`src/rtl/serial_adder.sv`:
```
// Digit-serial adder: adds DIGIT bits per clock over WIDTH/DIGIT cycles.
// Optional signed-overflow output is enabled by defining SERIAL_ADDER_OVF_EN.
module serial_adder #(
   parameter int WIDTH = 8,
   parameter int DIGIT = 1
) (
   input  logic             clk,
   input  logic             rst,
   input  logic             start,
   input  logic [WIDTH-1:0] a,
   input  logic [WIDTH-1:0] b,
   input  logic             cin,
   output logic             busy,
   output logic             done,
   output logic [WIDTH-1:0] sum,
   output logic             cout
`ifdef SERIAL_ADDER_OVF_EN
   ,
   output logic             ovf
`endif
);

   localparam int N  = WIDTH / DIGIT;
   localparam int CW = (N > 1) ? $clog2(N) : 1;

   typedef enum logic [1:0] {IDLE, RUN, DONE} state_t;

   state_t           state_q, state_d;
   logic [WIDTH-1:0] acc;      // operand A shifts out the bottom, partial sum shifts in the top
   logic [WIDTH-1:0] opb;
   logic             carry;
   logic [CW-1:0]    cnt;
   logic [DIGIT:0]   dadd;
   logic [WIDTH-1:0] acc_nx;
   logic             last;
   logic             accept;

   assign dadd   = {1'b0, acc[DIGIT-1:0]} + {1'b0, opb[DIGIT-1:0]} + (DIGIT+1)'(carry);
   assign last   = (cnt == CW'(N - 1));
   assign accept = start && (state_q != RUN);
   assign busy   = (state_q == RUN);
   assign done   = (state_q == DONE);

   generate
      if (N > 1) begin : g_multi
         assign acc_nx = {dadd[DIGIT-1:0], acc[WIDTH-1:DIGIT]};
      end else begin : g_single
         assign acc_nx = dadd[DIGIT-1:0];
      end
   endgenerate

   always_comb begin
      state_d = state_q;
      case (state_q)
         IDLE, DONE: state_d = start ? RUN : IDLE;
         RUN:        state_d = last ? DONE : RUN;
         default:    state_d = IDLE;
      endcase
   end

`ifdef SERIAL_ADDER_OVF_EN
   logic amsb, bmsb;
`endif

   always_ff @(posedge clk) begin
      if (rst) begin
         state_q <= IDLE;
         acc     <= '0;
         opb     <= '0;
         carry   <= 1'b0;
         cnt     <= '0;
         sum     <= '0;
         cout    <= 1'b0;
`ifdef SERIAL_ADDER_OVF_EN
         amsb    <= 1'b0;
         bmsb    <= 1'b0;
         ovf     <= 1'b0;
`endif
      end else begin
         state_q <= state_d;
         if (accept) begin
            acc   <= a;
            opb   <= b;
            carry <= cin;
            cnt   <= '0;
`ifdef SERIAL_ADDER_OVF_EN
            amsb  <= a[WIDTH-1];
            bmsb  <= b[WIDTH-1];
`endif
         end else if (state_q == RUN) begin
            acc   <= acc_nx;
            opb   <= opb >> DIGIT;
            carry <= dadd[DIGIT];
            cnt   <= cnt + CW'(1);
            if (last) begin
               sum  <= acc_nx;
               cout <= dadd[DIGIT];
`ifdef SERIAL_ADDER_OVF_EN
               ovf  <= (amsb == bmsb) && (acc_nx[WIDTH-1] != amsb);
`endif
            end
         end
      end
   end

endmodule

```
`config.mk`:
```
export PLATFORM = sky130hd
export DESIGN_NAME = serial_adder
export DESIGN_NICKNAME = d
export VERILOG_FILES = /design/src/rtl/serial_adder.sv
export SDC_FILE = /design/constraint.sdc
export NUM_CORES = 1
export LEC_CHECK = 0
export ABC_CLOCK_PERIOD_IN_PS = 1500
export CAP_MARGIN = 15
export CORE_ASPECT_RATIO = 1.1
export CORE_MARGIN = 4
export CORE_UTILIZATION = 45
export DETAILED_ROUTE_END_ITERATION = 8
export MAX_ROUTING_LAYER = met4
export PLACE_DENSITY_LB_ADDON = 0.08
export SETUP_SLACK_MARGIN = 0.3
export SLEW_MARGIN = 25
export SYNTH_ARGS = -nofsm -noshare
export SYNTH_HDL_FRONTEND = slang
export SYNTH_SLANG_ARGS = --single-unit
```
`constraint.sdc`:
```
create_clock -name clk -period 1.5 [get_ports clk]
set_clock_uncertainty 0.2 [all_clocks]
set_input_delay 0.225 -clock clk [delete_from_list [all_inputs] [get_ports clk]]
set_output_delay 0.225 -clock clk [all_outputs]
set_load 0.02 [all_outputs]
```
---- Word-level counts from Yosys, hierarchy flattened ----
Cells that the tools add are included.
word-level totals
  flip-flop bits (word level) ............. 31
  input port bits ......................... 20
  output and inout port bits .............. 11
  word-level logic and storage cells ...... 30
operators by class
  add/subtract/negate cells ............... 3
  equal/unequal tests ..................... 4
  multiplexer cells ....................... 9
  bitwise operators ....................... 1
  reduce and logical (&&, ||, !) cells .... 6
operator list
  cell                                                              count
  8-bit 2-to-1 mux                                                  4
  2-bit case mux with 2 select lines                                1
  2-bit OR reduction                                                2
  3-bit by 1-bit adder with 3-bit output (second input constant)    1
  3-bit == test (second input constant)                             1
  1-bit 2-to-1 mux                                                  3
  3-bit AND reduction                                               1
  1-bit by 1-bit adder with 2-bit output                            1
  2-bit by 1-bit adder with 2-bit output                            1
  2-bit by 1-bit == test with 1-bit output (second input constant)  1
  2-bit == test (second input constant)                             1
  2-bit logical NOT                                                 1
  2-bit 2-to-1 mux                                                  1
  2-bit by 1-bit != test with 1-bit output (second input constant)  1
  2-bit nonzero test                                                1
  1-bit logical AND                                                 1
  1-bit inverter                                                    1

---- Longest topological paths before layout ----
  depth after elaboration ................. 4
  gate-level depth with buffers ........... 6
  depth with buffers taken out ............ 5

---- Worst setup path after synthesis ----
No wires, ideal clock.
  kind .................................... reg2reg
  start ................................... reg cnt[0]
  end ..................................... reg sum[0]
  library setup time ...................... 0.141 ns
  arrival ................................. 1.099 ns
  data required time ...................... 1.159 ns
  slack ................................... 0.060 ns
  cell stages (with the launch flop) ...... 7
  path buffers ............................ 1
  clock period less this slack ............ 1.440 ns
  path through ............................ dfxtp_1 > ha_1 > ha_1 > and3b_1 > buf_2 > nand2_1 > a21oi_1
on the way
  longest elaborated chain between the ends .. 2
ends and longest elaborated chain
  element                        RTL line  text
  start, declared                32        logic [CW-1:0] cnt;
  start signal, assigned         94        cnt <= cnt + CW'(1);
  3-bit == test                  39        assign last = (cnt == CW'(N - 1));
  3-bit AND reduction (no line)  -
  end signal, assigned           96        sum <= acc_nx;
  end, declared                  15        output logic [WIDTH-1:0] sum,
No other way between the ends.
A chain may end at the register's enable or synchronous reset.

---- Final worst setup path ----
  start ................................... reg state_q[1]
  end ..................................... out busy
on the way
  longest elaborated chain between the ends .. 1
ends and longest elaborated chain
  element                                   RTL line  text
  start, declared                           28        state_t state_q, state_d;
  start signal, assigned                    80        state_q <= state_d;
  2-bit by 1-bit == test with 1-bit output  41        assign busy = (state_q == RUN);
  end, declared                             13        output logic busy,
No other way between the ends.

==> results.py <==
metrics = {
    "layout": {
        "regArea_um2": 641.9,
        "multi_input_area_um2": 863.3,
        "drive_above_1_share_pct": 59.79,
        "nNetsFinal": 211,
        "instances_no_fill": 223,
        "syn_to_final_growth_pct": 54.72,
        "antennaDiodeCount": 0,
        "nFillCells": 233,
    },
    "worst_setup_path": {
        "r2r-end": "sum[7]$_SDFFE_PP0P_",
        "reg2reg_depth": 6,
        "r2r_start": "cnt[1]$_SDFFE_PP0P_",
        "worst_ep_arrival_time_ns": 1.02,
        "r2r_setup_slack_ns": 0.06,
        "endpoint_kind": "output port",
        "required_ns": 1.07,
        "critPathMaxFanout": 3,
        "path_class": "reg -> out",
        "start_kind": "flip-flop",
    },
    "detailed_routing": {
        "drtIter0Drc": 43,
        "wl_met1_mm": 1.546,
        "remaining_drc_errors": 0,
        "firstDrtPassIters": 4,
        "top_layer_used": "met4",
        "drt-total-wl_mm": 3.617,
        "wl_met2_mm": 1.847,
        "ant_nets": 0,
        "avgViaCountPerCell": 5.363,
        "wl_per_cell_um": 16.22,
        "via_count": 1196,
        "wl_met3_um": 164,
    },
    "timing": {
        "rsz0062_at_grt": "yes",
        "fin_ws_ns": 0.05254,
        "finalSetupViolCount": 0,
        "slew_headroom_pct": 79.11,
        "clock.fmax_ghz": 0.6909,
        "tightest_slew_ns": 0.3047,
        "fin_crit_sh_pct": 96.50,
        "finalHoldViolations": 0,
        "fin_crit_ns": 1.447,
        "slew_viol_final": 0,
    },
    "die": {
        "io_pins": 31,
        "row_count": 21,
        "die_w_um": 61.78,
        "die_y_um": 67.15,
        "start_util_pct": 46.96,
        "die-area_mm2": 0.004148,
        "core_mm2": 0.003048,
    },
    "logic_synthesis": {
        "synthMuxAreaShare_pct": 12.59,
        "syn_avg_cell_area_um2": 10.30,
        "syn-num-nets": 162,
        "netlist_top_cells_area": "dfxtp_1, a211oi_2, mux2i_1",
        "syn-cell-area_mm2": 0.001431,
        "synth_flop_cell": "dfxtp_1",
        "synth_top_area_share_pct": 43.36,
        "synth_most_common_cell": "dfxtp_1",
        "synthXorXnorAreaFrac_pct": 0,
        "yosysSeqAreaShare_pct": 43.36,
        "synth-edff-count": 0,
        "synth_cells": 139,
        "synth-async-reset-ratio_pct": 0,
        "synth_commonest_cells": "dfxtp_1, nand2_1, mux2i_1",
        "yosys_warnings": 0,
        "ys_ff_latch": 31,
        "synth_top_area_cell": "dfxtp_1",
        "synthAdderAreaFrac_pct": 3.147,
        "yosysUniqueCellTypes": 21,
        "synth_top_family_by_area": "compound AO/OA/AOI/OAI gates",
        "synth-compound-area-share_pct": 18.18,
        "synth_simple_gate_area_share_pct": 16.35,
    },
    "clock_tree": {
        "clockRootBuffer": "clkbuf_4",
        "cts-buffers-inserted": 5,
        "clk_latency_ns": 0.33,
        "cts-htree-levels": 2,
        "cts_tree": "yes",
        "max-clock-path-buffers": 2,
        "hold_buffers": 0,
        "clkTransAtPathRegs_ns": 0.10,
        "cts.sinks": 31,
    },
    "power": {
        "p_leak_uw": 0.0008697,
        "vdd_drop_max_uv": 758.3,
        "power.density_mw_per_mm2": 879.6,
    },
    "hold_path": {
        "min_path_cells": 2,
        "min_to": "sum[4]$_SDFFE_PP0P_",
        "min_from": "sum[4]$_SDFFE_PP0P_",
        "hp-class": "reg -> reg",
    },
    "global_route": {
        "grt_pass1_vias": 1161,
        "grt_usage_pct": 19.05,
        "grt_overflow": 0,
        "grt_max_degree": 18,
        "grt_pass1_wl_mm": 5.499,
        "antenna_found_initial": 0,
    },
    "placement": {
        "port_buffers": 30,
        "post-place-ws_ns": -0.1146,
        "hpwlAfterDp_mm": 1.953,
        "place.gp.congestion": 0.7343,
        "dp_cells": 200,
    },
    "run": {
        "max-cap-violations": 0,
    },
    "status": {
        "run_status": "finished clean",
    },
}
==> worst max path at each step <==
stage,start,endpoint,slack (ns)
4_1_cts,state_q[1]$_SDFF_PP0_,busy,0.04
6_report,state_q[1]$_SDFF_PP0_,busy,0.05
3_5_place_dp,start,carry$_SDFFE_PP0P_,-0.11
2_1_floorplan,cnt[1]$_SDFFE_PP0P_,sum[0]$_SDFFE_PP0P_,0.14
5_1_grt,state_q[1]$_SDFF_PP0_,busy,0.005
3_3_place_gp,start,acc[7]$_SDFFE_PP0P_,-0.09
==> cells in the final DEF, fill, tap and decap left out, drive strengths merged <==
master and count:
ha 2, clkbuf 6, buf 30, clkdlybuf4s50 18, a211oi 16, mux2i 18, clkinv 1, bufbuf 2
nor2b 1, nand2b 2, nand2 20, dfxtp 31, nor3 1, and3b 2, bufinv 1, nor2 19
clkinvlp 1, nand3b 4, fa 1, dlygate4sd2 1, a21oi 12
==> per-layer routing <==
layer | vias up | GRT usage [%]
met1 | 574 | 24.24
met3 | 6 | 3.633
met5 | - | -
li1 | 584 | -
met2 | 32 | 28.93
met4 | 0 | 8.753
==> cell type report <==
type / instances / area share, %
clock buffers: 6 / 2.316
clock inverters: 2 / 1.582
inverters: 1 / 0.3390
multi-input cells: 98 / 38.98
flip-flops and latches: 31 / 28.98
well taps: 34 / 1.921
repair buffers: 51 / 25.88
==> power by group <==
group | internal [uW] | total [uW] | switching (uW)
Sequential | 869 | 907 | 38.1
Clock | 394 | 695 | 301
Combinational | 196 | 346 | 150
==> timing repair <==
action                     CTS  global route
cloned                       5             0
resized for setup           91            24
setup endpoints to repair   40            42
pin swaps                   22             5
setup buffers                6             4
==> flip-flops by register name, summed over array words and instances (netlist names) <==
register and cells:
acc 8, cnt 3, carry 1, opb 8, sum 8, state_q 2
cout 1
==> logic make-up (layout without fill, tap and decap cells) <==
| kind of cell | after synthesis | after routing |
|---|---|---|
| adder cells (fa/ha/maj) | 3 | 3 |
| flip-flops | 31 | 31 |
| multiplexers | 18 | 18 |
| AND/OR/NAND/NOR | 48 | 49 |
| buffers and inverters | 11 | 60 |
| AO/OA/AOI/OAI | 28 | 28 |
==> stage by stage <==
stage	TNS (ns)	power [uW]	hold slack [ns]	area, um2	utilization, %
finish	0	1948	0.2744	2215	72.66
global route	0	2022	0.2978	2215	72.66
CTS	0	1937	0.2703	2102	68.97
detailed placement	-1.584	1199	0.2456	1797	58.95
global placement	-1.350	1188	0.2470	1797	58.95
floorplan	0	1114	0.1043	1486	-
==> worst max-delay path, stage by stage, from the launching register on <==
cell	delay [ns]
dfxtp_2	0.35
nand2b_4	0.13
clkinvlp_4	0.08
buf_6	0.13
No activity file was read; power rests on OpenSTA's default activity.
